==> src/rtl/mips_pkg.sv <==
// rtl/mips_pkg.sv - shared types and constants for the fetch/decode front end
package mips_pkg;

    localparam int XLEN = 32;
    localparam logic [31:0] NOP_INSTR = 32'h0;
    localparam int OPCODE_MSB = 31;
    localparam int OPCODE_LSB = 26;

    typedef enum logic [0:0] {
        IF_ISSUE = 1'b0,
        IF_WAIT  = 1'b1
    } if_state_e;

    typedef struct packed {
        logic [31:0]     instr;
        logic [XLEN-1:0] pc_plus;
    } if_id_t;

    function automatic logic [5:0] opcode_of(input logic [31:0] word);
        return word[OPCODE_MSB:OPCODE_LSB];
    endfunction

endpackage

==> src/rtl/if_stage_if.sv <==
// rtl/if_stage_if.sv - instruction-memory read port (req/ready + rvalid)
interface if_stage_if #(
    parameter int ADDR_W = 32
) ();

    logic              imem_req;
    logic [ADDR_W-1:0] imem_addr;
    logic              imem_ready;
    logic              imem_rvalid;
    logic [31:0]       imem_rdata;

    modport master (
        output imem_req,
        output imem_addr,
        input  imem_ready,
        input  imem_rvalid,
        input  imem_rdata
    );

    modport slave (
        input  imem_req,
        input  imem_addr,
        output imem_ready,
        output imem_rvalid,
        output imem_rdata
    );

endinterface

==> src/rtl/if_skid_buf.sv <==
// rtl/if_skid_buf.sv - one-entry skid buffer with valid bit, reusable by later stages
module if_skid_buf
    import mips_pkg::*;
#(
    parameter type T = if_id_t
) (
    input  logic clk,
    input  logic rst,
    input  logic clr_i,
    input  logic push_i,
    input  T     push_data_i,
    input  logic pop_i,
    output logic valid_o,
    output T     data_o
);

    logic valid_q, valid_d;
    T     data_q, data_d;

    // A push in the same cycle as a pop replaces the drained entry.
    always_comb begin
        valid_d = valid_q;
        data_d  = data_q;
        if (clr_i) begin
            valid_d = 1'b0;
        end else if (push_i) begin
            valid_d = 1'b1;
            data_d  = push_data_i;
        end else if (pop_i) begin
            valid_d = 1'b0;
        end
    end

    always_ff @(posedge clk or posedge rst) begin
        if (rst) begin
            valid_q <= 1'b0;
            data_q  <= '0;
        end else begin
            valid_q <= valid_d;
            data_q  <= data_d;
        end
    end

    assign valid_o = valid_q;
    assign data_o  = data_q;

endmodule

==> src/rtl/if_stage.sv <==
// rtl/if_stage.sv - instruction fetch stage; IF_PERF_CNT_EN adds fetch/stall counters
module if_stage
    import mips_pkg::*;
#(
    parameter int                ADDR_W   = 32,
    parameter logic [ADDR_W-1:0] RESET_PC = '0,
    parameter int unsigned       PC_INC   = 4
) (
    input  logic              clk,
    input  logic              rst,
    if_stage_if.master        imem,
    input  logic              stall,
    input  logic              redirect_valid,
    input  logic [ADDR_W-1:0] redirect_pc,
    output logic              id_valid,
    output logic [31:0]       instr,
    output logic [5:0]        opcode,
    output logic [ADDR_W-1:0] pc_plus
`ifdef IF_PERF_CNT_EN
    ,
    output logic [31:0]       perf_fetch_cnt,
    output logic [31:0]       perf_stall_cnt
`endif
);

    typedef struct packed {
        logic [31:0]       instr;
        logic [ADDR_W-1:0] pc_plus;
    } entry_t;

    localparam logic [0:0]        ST_ISSUE = IF_ISSUE;
    localparam logic [0:0]        ST_WAIT  = IF_WAIT;
    localparam logic [ADDR_W-1:0] INC      = ADDR_W'(PC_INC);

    logic [0:0]        state_q, state_d;
    logic [ADDR_W-1:0] pc_q, pc_d;
    logic [ADDR_W-1:0] fetch_pc_q, fetch_pc_d;
    logic              kill_q, kill_d;
    logic              ifid_v_q, ifid_v_d;
    entry_t            ifid_q, ifid_d;

    logic   skid_v, skid_push, skid_pop, skid_clr;
    entry_t skid_data;

    logic   fetch_fire, resp_live, consume, ifid_open;
    entry_t resp_entry;
    logic   unused_redirect_lsbs;

    assign unused_redirect_lsbs = ^redirect_pc[1:0];

    // Requests are gated by rst so nothing is issued while reset is held.
    assign imem.imem_req  = !rst && (state_q == ST_ISSUE) && !skid_v;
    assign imem.imem_addr = pc_q;

    assign fetch_fire = imem.imem_req && imem.imem_ready;
    assign resp_live  = (state_q == ST_WAIT) && imem.imem_rvalid && !kill_q;
    assign resp_entry = '{instr: imem.imem_rdata, pc_plus: fetch_pc_q + INC};
    assign consume    = ifid_v_q && !stall;
    assign ifid_open  = !ifid_v_q || consume;

    always_comb begin
        state_d    = state_q;
        pc_d       = pc_q;
        fetch_pc_d = fetch_pc_q;
        kill_d     = kill_q;
        ifid_v_d   = ifid_v_q;
        ifid_d     = ifid_q;
        skid_push  = 1'b0;
        skid_pop   = 1'b0;
        skid_clr   = 1'b0;

        case (state_q)
            ST_ISSUE: begin
                if (fetch_fire) begin
                    fetch_pc_d = pc_q;
                    pc_d       = pc_q + INC;
                    state_d    = ST_WAIT;
                end
            end
            ST_WAIT: begin
                if (imem.imem_rvalid) begin
                    kill_d  = 1'b0;
                    state_d = ST_ISSUE;
                end
            end
            default: state_d = ST_ISSUE;
        endcase

        // Refill priority: skid entry first, then the live response.
        if (ifid_open) begin
            if (skid_v) begin
                ifid_d    = skid_data;
                ifid_v_d  = 1'b1;
                skid_pop  = 1'b1;
                skid_push = resp_live;
            end else if (resp_live) begin
                ifid_d   = resp_entry;
                ifid_v_d = 1'b1;
            end else begin
                ifid_v_d = 1'b0;
            end
        end else if (resp_live) begin
            skid_push = 1'b1;
        end

        // A request accepted alongside a redirect is still outstanding and must be killed.
        if (redirect_valid) begin
            pc_d      = {redirect_pc[ADDR_W-1:2], 2'b00};
            ifid_v_d  = 1'b0;
            skid_clr  = 1'b1;
            skid_push = 1'b0;
            skid_pop  = 1'b0;
            if (state_q == ST_WAIT) begin
                kill_d = !imem.imem_rvalid;
            end else begin
                kill_d = fetch_fire;
            end
        end
    end

    always_ff @(posedge clk or posedge rst) begin
        if (rst) begin
            state_q        <= ST_ISSUE;
            pc_q           <= RESET_PC;
            fetch_pc_q     <= '0;
            kill_q         <= 1'b0;
            ifid_v_q       <= 1'b0;
            ifid_q.instr   <= NOP_INSTR;
            ifid_q.pc_plus <= '0;
        end else begin
            state_q    <= state_d;
            pc_q       <= pc_d;
            fetch_pc_q <= fetch_pc_d;
            kill_q     <= kill_d;
            ifid_v_q   <= ifid_v_d;
            ifid_q     <= ifid_d;
        end
    end

    if_skid_buf #(
        .T (entry_t)
    ) u_skid (
        .clk         (clk),
        .rst         (rst),
        .clr_i       (skid_clr),
        .push_i      (skid_push),
        .push_data_i (resp_entry),
        .pop_i       (skid_pop),
        .valid_o     (skid_v),
        .data_o      (skid_data)
    );

    assign id_valid = ifid_v_q;
    assign instr    = ifid_q.instr;
    assign opcode   = opcode_of(ifid_q.instr);
    assign pc_plus  = ifid_q.pc_plus;

`ifdef IF_PERF_CNT_EN
    logic        ifid_load;
    logic [31:0] fetch_cnt_q, stall_cnt_q;

    assign ifid_load = ifid_open && (skid_v || resp_live) && !redirect_valid;

    always_ff @(posedge clk or posedge rst) begin
        if (rst) begin
            fetch_cnt_q <= '0;
            stall_cnt_q <= '0;
        end else begin
            if (ifid_load) begin
                fetch_cnt_q <= fetch_cnt_q + 32'd1;
            end
            if (ifid_v_q && stall) begin
                stall_cnt_q <= stall_cnt_q + 32'd1;
            end
        end
    end

    assign perf_fetch_cnt = fetch_cnt_q;
    assign perf_stall_cnt = stall_cnt_q;
`endif

endmodule
==> src/flat_wrapper.sv <==
// flat-port wrapper written by rule: the top's interface ports become plain ports
module if_stage_flat import mips_pkg::*;
#(
    parameter int                ADDR_W   = 32,
    parameter logic [ADDR_W-1:0] RESET_PC = '0,
    parameter int unsigned       PC_INC   = 4
)
  (clk, rst, stall, redirect_valid, redirect_pc, id_valid, instr, opcode, pc_plus, imem_imem_req, imem_imem_addr, imem_imem_ready, imem_imem_rvalid, imem_imem_rdata);
  if_stage_if #(.ADDR_W(ADDR_W)) imem_i ();
  input  logic clk;
  input  logic rst;
  input  logic stall;
  input  logic redirect_valid;
  input  logic [ADDR_W-1:0] redirect_pc;
  output logic id_valid;
  output logic [31:0] instr;
  output logic [5:0] opcode;
  output logic [ADDR_W-1:0] pc_plus;
  output wire logic [$bits(imem_i.imem_req)-1:0] imem_imem_req;
  output wire logic [$bits(imem_i.imem_addr)-1:0] imem_imem_addr;
  input wire logic [$bits(imem_i.imem_ready)-1:0] imem_imem_ready;
  input wire logic [$bits(imem_i.imem_rvalid)-1:0] imem_imem_rvalid;
  input wire logic [$bits(imem_i.imem_rdata)-1:0] imem_imem_rdata;
  assign imem_imem_req = imem_i.imem_req;
  assign imem_imem_addr = imem_i.imem_addr;
  assign imem_i.imem_ready = imem_imem_ready;
  assign imem_i.imem_rvalid = imem_imem_rvalid;
  assign imem_i.imem_rdata = imem_imem_rdata;
  if_stage #(.ADDR_W(ADDR_W), .RESET_PC(RESET_PC), .PC_INC(PC_INC)) u_core (.clk(clk), .rst(rst), .imem(imem_i), .stall(stall), .redirect_valid(redirect_valid), .redirect_pc(redirect_pc), .id_valid(id_valid), .instr(instr), .opcode(opcode), .pc_plus(pc_plus));
endmodule
==> config.mk <==
export PLATFORM = sky130hd
export DESIGN_NAME = if_stage_flat
export DESIGN_NICKNAME = d
export VERILOG_FILES = /design/src/rtl/mips_pkg.sv /design/src/rtl/if_stage_if.sv /design/src/rtl/if_skid_buf.sv /design/src/rtl/if_stage.sv /design/src/flat_wrapper.sv
export SDC_FILE = /design/constraint.sdc
export NUM_CORES = 1
export LEC_CHECK = 0
export CELL_PAD_IN_SITES_DETAIL_PLACEMENT = 1
export CELL_PAD_IN_SITES_GLOBAL_PLACEMENT = 1
export CORE_MARGIN = 3
export CORE_UTILIZATION = 30
export CTS_CLUSTER_DIAMETER = 40
export DETAILED_ROUTE_END_ITERATION = 10
export DONT_BUFFER_PORTS = 1
export PLACE_DENSITY = 0.64
export SKIP_CTS_REPAIR_TIMING = 1
export SYNTH_ARGS = -nofsm -noshare
export SYNTH_HDL_FRONTEND = slang
export SYNTH_HIERARCHICAL = 1
export SYNTH_SLANG_ARGS = --single-unit
export TNS_END_PERCENT = 20
==> constraint.sdc <==
create_clock -name clk -period 4 [get_ports clk]
set_clock_uncertainty 0.05 [all_clocks]
set_input_delay 0.6 -clock clk [delete_from_list [all_inputs] [get_ports clk]]
set_output_delay 0.6 -clock clk [all_outputs]
set_load 0.02 [all_outputs]
==> flow_summary.json, run 1 <==
{
  "cts_tree": "built",
  "synth-main-ff-cell": "dfrtp_1",
  "viasPerCell": 4.98,
  "cp_max_fo": 19,
  "start_util": 0.307,
  "fmax_mhz": 379,
  "setup_violations": 0,
  "cp-start-kind": "flip-flop",
  "antenna_cells": 0,
  "wl_um": 24200,
  "synth_edf_count": 0,
  "dp_hpwl_um": 16700,
  "core_area_um2": 30000,
  "fin_cells": 1232,
  "drtPass1Iterations": 4,
  "htreeDepth": 4,
  "fin_crit_ps": 2640,
  "overflow": 0,
  "fin_util": 0.335,
  "synthArstFlopShare": 1.00,
  "antenna_found_initial": 0,
  "p_leak_nw": 4.46,
  "finalInstanceArea_um2": 10000,
  "final_common_cell": "dfrtp_1",
  "worstMarginPinSlew_ps": 947,
  "drc": 0,
  "status": "finished clean",
  "worstHoldPathType": "primary input to async pin",
  "synth_seq_area_share": 0.523,
  "final_cell_mix": "dfrtp_1 (191), nand2_1 (181), o21ai_0 (78)",
  "fp-row-count": 63,
  "grt_max_degree": 68,
  "grt_use_total": 0.149,
  "clock_path_buffers": 2,
  "syn_inst": 850,
  "grt_first_pass_wirelength_um": 39000,
  "die_h_um": 181,
  "critPathKind": "flip-flop to flip-flop",
  "cp.required_ps": 4270,
  "finalCritPeriodShare": 0.659,
  "placed_area_um2": 9490,
  "yosysUniqueCellTypes": 44,
  "ys_warn_count": 6,
  "vdd_drop_max_v": 0.000326,
  "clock_sinks": 192,
  "crit_arrival_ps": 2900,
  "portBuffers": 0,
  "syn_area_um2": 9190,
  "ios": 174,
  "clock_tree.root_cell": "clkbuf_16",
  "syn_avg_cell_area_um2": 10.8,
  "layout.nets": 902,
  "path_clk_slew_ps": 70,
  "die_width_um": 181,
  "maxSlewViolCount": 0,
  "grt_pass1_vias": 6406,
  "dp_cells": 1201,
  "p_total_mw": 5.21,
  "fin_setup_tns_ps": 0,
  "numCtsBuffers": 17,
  "die-area_um2": 32800,
  "area_growth_pct": 9.12,
  "drtIter0Drc": 342,
  "slew_headroom": 0.363,
  "end_kind": "flip-flop",
  "vias": 6130,
  "postRouteAntennaNets": 0,
  "wl_per_cell_um": 19.7,
  "drive_above_1_share": 0.143,
  "insertion_delay_ps": 430,
  "hold_violations": 0,
  "rsz0062_at_grt": "false",
  "synth-seq-cells": 192,
  "gp_congestion": 0.767,
  "max_cap_viol_count": 0,
  "power_density_nw_per_um2": 520
}
==> cells by family after synthesis <==
group | synth area share
muxes | 0.144
buffers and inverters | 0.0440
DFF | 0.523
other | 0.000408
xor gates and xnor gates | 0.0542
adders and majority gates | 0.00272
AOI/OAI and AO/OA | 0.0726
and+or+nand+nor | 0.159
==> stage by stage <==
step           hold WS, ps  setup WS, ps
6_report              89.5          1360
4_1_cts               91.6          1370
2_1_floorplan          417          1720
3_5_place_dp           438          1330
3_3_place_gp           431          1380
5_1_grt                121          1260
==> registers in the layout, indices dropped and copies added, names as in the netlist <==
name                   flops
u_core/imem.imem_addr     30
u_core/u_skid/valid_o      1
u_core/state_q             1
u_core/u_skid/data_o      64
u_core/kill_q              1
u_core/instr              32
u_core/pc_plus            32
u_core/id_valid            1
u_core/fetch_pc_q         30
==> cells in the mapped netlist, types with 6 or more instances <==
cell	count	area [µm²]
a221o_1	15	150
and3_1	25	156
buf_1	6	22.5
buf_12	7	140
buf_4	8	60.1
clkbuf_1	31	116
dfrtp_1	192	4800
inv_1	12	45.0
mux2_4	60	901
mux2i_1	38	380
nand2_1	181	679
nand3_1	24	120
nand4_1	19	119
nor2_1	24	90.1
nor3_1	12	60.1
nor4_1	10	62.6
o21ai_0	79	395
o21ai_1	9	45.0
xnor2_1	33	289
xor2_1	22	193
==> path summary, 6_finish.rpt <==
check | startpoint | slack [ps] | end | cells after the start
setup reg to reg | u_core/id_valid | 1360 | u_core/u_skid/data_o[45] | 5
setup / recovery | u_core/id_valid | 1360 | u_core/u_skid/data_o[45] | 5
min in group clk | redirect_valid | 180 | u_core/id_valid | 1
max in group asynchronous | rst | 2900 | u_core/u_skid/data_o[46] | 2
hold / removal | rst | 90 | u_core/imem.imem_addr[15] | 1
hold reg to reg | u_core/fetch_pc_q[31] | 450 | u_core/fetch_pc_q[31] | 2
==> power breakdown <==
part	internal [mW]	switching, mW
clock	0.825	0.801
combinational	0.270	0.327
sequential	2.27	0.715
total	3.37	1.84
==> cell type report <==
| type | count | area (µm²) |
|---|---|---|
| clock inverter | 12 | 100 |
| clock buffer | 19 | 443 |
| fill | 3311 | 19900 |
| timing repair buffer | 14 | 130 |
| multi-input combinational | 593 | 4010 |
| inverter | 12 | 48.8 |
| tap | 390 | 488 |
| sequential | 192 | 4810 |
==> critical path: stages (launching register included) <==
cell and delay [ps]:
dfrtp_1 570, a21oi_1 190, nor3_1 220, nor2b_4 750, buf_4 410, mux2_4 330
==> per-layer routing <==
layer / GRT usage / wire, µm
met1: 0.208 / 11300
met2: 0.218 / 10500
met3: 0.0610 / 2250
met4: 0.0314 / 205
met5: 0 / 0
Power figures use the tool's default switching activity.
==> run 2: changes to the inputs <==
PLACE_DENSITY = 0.63   (was 0.64)
clock period = 2.45 ns   (was 4 ns; I/O delays follow)
==> run 2 against run 1 <==
  * The flow now finishes with violations (negative hold slack)
  * Sequential cell count did not move
  * Sequential power rose by 61%
  * Worst setup slack got worse by 1300 ps
  * Critical path type unchanged
  * Critical endpoint is now u_core/pc_plus[26]
  * Largest cell class unchanged
==> flow_summary.json, run 2 (synthesis results as in run 1) <==
{
  "vdd_drop_max_v": 0.000482,
  "gp_congestion": 0.755,
  "cp.required_ps": 2720,
  "setup_violations": 0,
  "insertion_delay_ps": 440,
  "seqCellArea_um2": 4810,
  "post-place-ws_ps": 112,
  "wl_per_cell_um": 19.9,
  "start_util": 0.307,
  "antenna_cells": 0,
  "area_growth_pct": 16.2,
  "min_delay_path_depth": 2,
  "num-fill-cells": 3337,
  "max_cap_viol_count": 0,
  "violations": "negative hold slack",
  "die_h_um": 181,
  "grt_use_total": 0.152,
  "crit_buf_inv": 0,
  "drtIter0Drc": 268,
  "fin_crit_ps": 2360,
  "end_kind": "flip-flop",
  "timing.hold.ws_ps": -2.91,
  "largest_reg_flops": 64,
  "ios": 174,
  "core_area_um2": 30000,
  "die_width_um": 181,
  "portBuffers": 0,
  "fp-row-count": 63,
  "wl_um": 25800,
  "clock_path_buffers": 2,
  "drtPass1Iterations": 4,
  "reg2reg_from": "u_core/fetch_pc_q[3]",
  "crit_slowest_cell": "or4_1",
  "cts_tree": "built",
  "status": "finished with violations",
  "clock_tree.root_cell": "clkbuf_16",
  "slew_headroom": 0.629,
  "critical_path.cell_chain": "ha_1 > nand4_1 > or2_1 > or4_1 > xnor2_2 > a221o_1",
  "rrSetupSlack_ps": 90,
  "finalCritPeriodShare": 0.964,
  "p_leak_nw": 4.81,
  "worstMarginPinSlew_ps": 552,
  "reg2regPathDepth": 6,
  "overflow": 0,
  "vias": 6454,
  "hold_start": "redirect_valid",
  "grt_pass1_vias": 6696,
  "worstReg2RegEnd": "u_core/pc_plus[26]",
  "setup_ws_ps": 87.6,
  "drive_above_1_share": 0.174,
  "rsz0062_at_grt": "false",
  "cp-start-kind": "flip-flop",
  "cp_max_fo": 4,
  "final_cell_mix": "dfrtp_1 (191), nand2_1 (181), o21ai_0 (78)",
  "postRouteAntennaNets": 0,
  "fin_setup_tns_ps": 0,
  "slowest_delay_ps": 580,
  "die-area_um2": 32800,
  "critPathKind": "flip-flop to flip-flop",
  "maxSlewViolCount": 0,
  "layout.nets": 968,
  "crit_arrival_ps": 2630,
  "numCtsBuffers": 17,
  "clock_sinks": 192,
  "drc": 0,
  "cp_top_family": "simple AND/OR/NAND/NOR gates",
  "power_density_nw_per_um2": 823,
  "htreeDepth": 4,
  "dp_hpwl_um": 17500,
  "final_common_cell": "dfrtp_1",
  "min_to": "u_core/imem.imem_addr[7]",
  "viasPerCell": 4.97,
  "worstHoldPathType": "primary input to flip-flop",
  "antenna_found_initial": 0,
  "path_clk_slew_ps": 70,
  "fmax_mhz": 423,
  "hold_violations": 2,
  "grt_max_degree": 68,
  "multi_input_area_um2": 4010,
  "grt_first_pass_wirelength_um": 39600
}
run 2: cell types whose count changed in the layout (fill, tap and decap cells not counted), sizes merged:
cell and change:
clkinv +3, bufinv +1, buf +37, clkinvlp -2, dlygate4sd3 +29, clkbuf -1
run 2: layout make-up:
cell class / instances / area share
clock buffers: 18 / 0.0402
clock inverters: 14 / 0.0141
inverters: 12 / 0.00457
multi-input cells: 593 / 0.375
flip-flops and latches: 192 / 0.450
well taps: 390 / 0.0457
repair buffers: 80 / 0.0700
run 2: per-layer routing:
layer,part of all wire,routed length [µm],global-route usage
met4,0.011,277,0.0445
met2,0.44,11400,0.223
met3,0.082,2110,0.0562
met1,0.47,12000,0.211
met5,0,0,0
run 2: power by group:
group          leakage [nW]  internal (mW)  total (mW)  switching [mW]
clock network         0.284           1.44        2.81            1.36
logic                  2.02          0.531        1.19           0.657
registers              2.50           3.71        4.80            1.09
run 2: per-stage QoR:
step / area (µm²) / std cells / hold WS, ps / power (mW) / utilization
3_5_place_dp: 9790 / 1236 / 146 / 6.04 / 0.327
2_1_floorplan: 9210 / 853 / 381 / 5.52 / -
5_1_grt: 10700 / 1299 / 0.707 / 9.29 / 0.357
3_3_place_gp: 9790 / 1236 / 141 / 5.97 / 0.327
4_1_cts: 10400 / 1268 / -343 / 8.89 / 0.346
6_report: 10700 / 1299 / -2.91 / 8.80 / 0.357
run 2: worst max path at each step:
stage | slack, ps | startpoint | to | depth (start not counted)
2_1_floorplan | 240 | u_core/fetch_pc_q[2] | u_core/pc_plus[26] | 6
3_3_place_gp | 150 | u_core/u_skid/valid_o | u_core/imem.imem_addr[31] | 5
3_5_place_dp | 110 | u_core/fetch_pc_q[3] | u_core/pc_plus[26] | 6
4_1_cts | 90 | u_core/fetch_pc_q[3] | u_core/pc_plus[26] | 6
5_1_grt | 30 | u_core/fetch_pc_q[3] | u_core/pc_plus[26] | 6
6_report | 90 | u_core/fetch_pc_q[3] | u_core/pc_plus[26] | 6
==> run 3: changes to the inputs <==
SYNTH_HIERARCHICAL = not set   (was 1)
==> run 3 against run 2 <==
  * The run now ends clean
  * Global-route usage decreased by 0.55 points
  * Critical path depth decreased by 1
  * First-iteration DRC count increased by 27%
  * Combinational power about the same
  * Final cell count decreased by 2.2%
  * Sequential share of layout area increased by 2.5 points
  * Via count decreased by 2.5%
  * Maximum frequency increased by 2.7%
  * Non-clock buffer count decreased by 39
  * Clock-buffer cell count decreased by 1
  * Largest cell class unchanged
==> flow_summary.json, run 3 <==
{
  "p_total_mw": 8.83,
  "synth_seq_area_share": 0.544,
  "clock_tree.root_cell": "clkbuf_16",
  "syn_area_um2": 8640,
  "num-fill-cells": 3197,
  "antenna_cells": 0,
  "worstMarginPinSlew_ps": 857,
  "vdd_drop_max_v": 0.000409,
  "critPathKind": "flip-flop to flip-flop",
  "wl_per_cell_um": 17.7,
  "dp_hpwl_um": 15700,
  "p_leak_nw": 4.32,
  "finalCritPeriodShare": 0.939,
  "grt_pass1_vias": 6378,
  "grt_max_degree": 70,
  "clock_sinks": 188,
  "reg2reg_from": "u_core.u_skid.valid_o",
  "die_h_um": 176,
  "path_clk_slew_ps": 80,
  "drtPass1Iterations": 5,
  "pwr-share-seq": 0.553,
  "fmax_mhz": 435,
  "overflow": 0,
  "final_cell_mix": "dfrtp_1 (187), nand2_1 (176), o21ai_0 (65)",
  "start_util": 0.308,
  "switching_share": 0.365,
  "syn_avg_cell_area_um2": 9.86,
  "status": "finished clean",
  "synth-seq-cells": 188,
  "power_density_nw_per_um2": 891,
  "comb_power_share": 0.132,
  "synth_most_common_cell": "dfrtp_1",
  "portBuffers": 0,
  "clock_path_buffers": 2,
  "setup_ws_ps": 149,
  "crit_start": "u_core.u_skid.valid_o",
  "wl_um": 22500,
  "ys_warn_count": 0,
  "critical_path.endpoint": "u_core.imem.imem_addr[24]",
  "min_delay_path_depth": 2,
  "synth_common_cells": "dfrtp_1 (188), nand2_1 (176), o21ai_0 (65), nor2_1 (55), a21oi_1 (45)",
  "max_cap_viol_count": 0,
  "vias": 6293,
  "end_kind": "flip-flop",
  "synthArstFlopShare": 1.00,
  "reg2regPathDepth": 5,
  "clock_power_share": 0.315,
  "drive_above_1_share": 0.127,
  "crit_arrival_ps": 2620,
  "grt_first_pass_wirelength_um": 36200,
  "cp.required_ps": 2770,
  "maxSlewViolCount": 0,
  "grt_use_total": 0.147,
  "netlist_top_cells_area": "dfrtp_1 (54%), nand2_1 (7.6%), mux2_2 (5.1%)",
  "drc": 0,
  "area_growth_pct": 14.6,
  "post-place-ws_ps": 137,
  "die_width_um": 176,
  "viasPerCell": 4.95,
  "gp_congestion": 0.726,
  "worstHoldPathType": "primary input to flip-flop",
  "cp-start-kind": "flip-flop",
  "fin_setup_tns_ps": 0,
  "drtIter0Drc": 341,
  "largest_reg_flops": 62,
  "p_sw_mw": 3.23,
  "synth_edf_count": 0,
  "rrSetupSlack_ps": 150,
  "yosysUniqueCellTypes": 37,
  "cp_max_fo": 5,
  "yosysTopAreaCellShare": 0.544,
  "fp-row-count": 61,
  "setup_violations": 0,
  "synth_top_area_cell": "dfrtp_1",
  "ios": 174,
  "worstReg2RegEnd": "u_core.imem.imem_addr[24]",
  "intPower_mw": 5.60,
  "hold_violations": 0,
  "htreeDepth": 4,
  "antenna_found_initial": 0,
  "synth-main-ff-cell": "dfrtp_1",
  "numCtsBuffers": 17,
  "die-area_um2": 30900,
  "rsz0062_at_grt": "false",
  "final_common_cell": "dfrtp_1",
  "layout.nets": 952,
  "cts_tree": "built",
  "insertion_delay_ps": 430,
  "core_area_um2": 28100,
  "postRouteAntennaNets": 0,
  "syn_inst": 877,
  "slew_headroom": 0.429,
  "fin_crit_ps": 2300
}
-- run 3: cell count changes in the layout (fill, tap and decap cells not counted), moves of 21 or more --
cell,previous run,this run
dlygate4sd3_1,29,8
mux2_2,4,39
nor2_1,24,54
a21oi_1,5,45
buf_4,45,24
mux2_4,60,0
-- run 3: cell families (layout without fill, tap and decap cells) --
kind of cell	after synthesis	after routing	synth area share
adders and majority gates	2	2	0.00289
other	1	4	0.000434
muxes	73	73	0.0902
xor gates and xnor gates	53	53	0.0537
AOI/OAI and AO/OA	157	157	0.0954
and+or+nand+nor	334	334	0.177
DFF	188	188	0.544
buffers and inverters	69	82	0.0366
-- run 3: worst max-delay path: stages (launching register included) --
cell and delay, ps:
dfrtp_4 470, or4b_1 760, nor4_4 510, nand4_1 160
xor2_1 170, o21ai_1 120
-- run 3: per-layer routing --
metal,vias up,part of all wire,track usage
met5,-,0,0
met4,0,0.0079,0.0376
met3,8,0.085,0.0538
met2,168,0.46,0.224
met1,3111,0.45,0.198
li1,3006,-,-
-- run 3: power by group through the flow --
stage                     registers, mW  logic [mW]  clock network (mW)
after floorplan                    4.70       0.933                   0
after global placement             4.95        1.12                   0
after detailed placement           4.98        1.16                   0
after CTS                          4.91        1.17                2.89
after global routing               5.00        1.37                3.01
final                              4.88        1.16                2.78
-- run 3: area by class of cell --
cell class | count | area (µm²) | share of cell area
Timing Repair Buffer | 41 | 440 | 0.0445
Clock buffer | 17 | 425 | 0.0429
Sequential cell | 188 | 4710 | 0.475
Inverter | 9 | 37.5 | 0.00379
Multi-Input combinational cell | 623 | 3650 | 0.369
Tap cell | 378 | 473 | 0.0477
Clock inverter | 15 | 168 | 0.0169
-- run 3: worst min path at each step --
stage                     startpoint                        end  slack, ps
2_1_floorplan  u_core.fetch_pc_q[31]      u_core.fetch_pc_q[31]        420
4_1_cts                          rst    u_core.u_skid.data_o[8]        -70
3_3_place_gp                     rst    u_core.u_skid.data_o[6]        400
3_5_place_dp                     rst      u_core.u_skid.valid_o        400
6_report              redirect_valid  u_core.imem.imem_addr[28]          5
5_1_grt          imem_imem_rdata[23]   u_core.u_skid.data_o[55]        0.2
-- run 3: through the flow --
step | hold slack [ps] | area, µm² | instances | utilization
floorplan | 416 | 8660 | 880 | -
global placement | 395 | 9210 | 1230 | 0.328
detailed placement | 395 | 9210 | 1230 | 0.328
CTS | -71.0 | 9810 | 1262 | 0.349
global route | 0.186 | 9910 | 1271 | 0.353
finish | 4.80 | 9910 | 1271 | 0.353
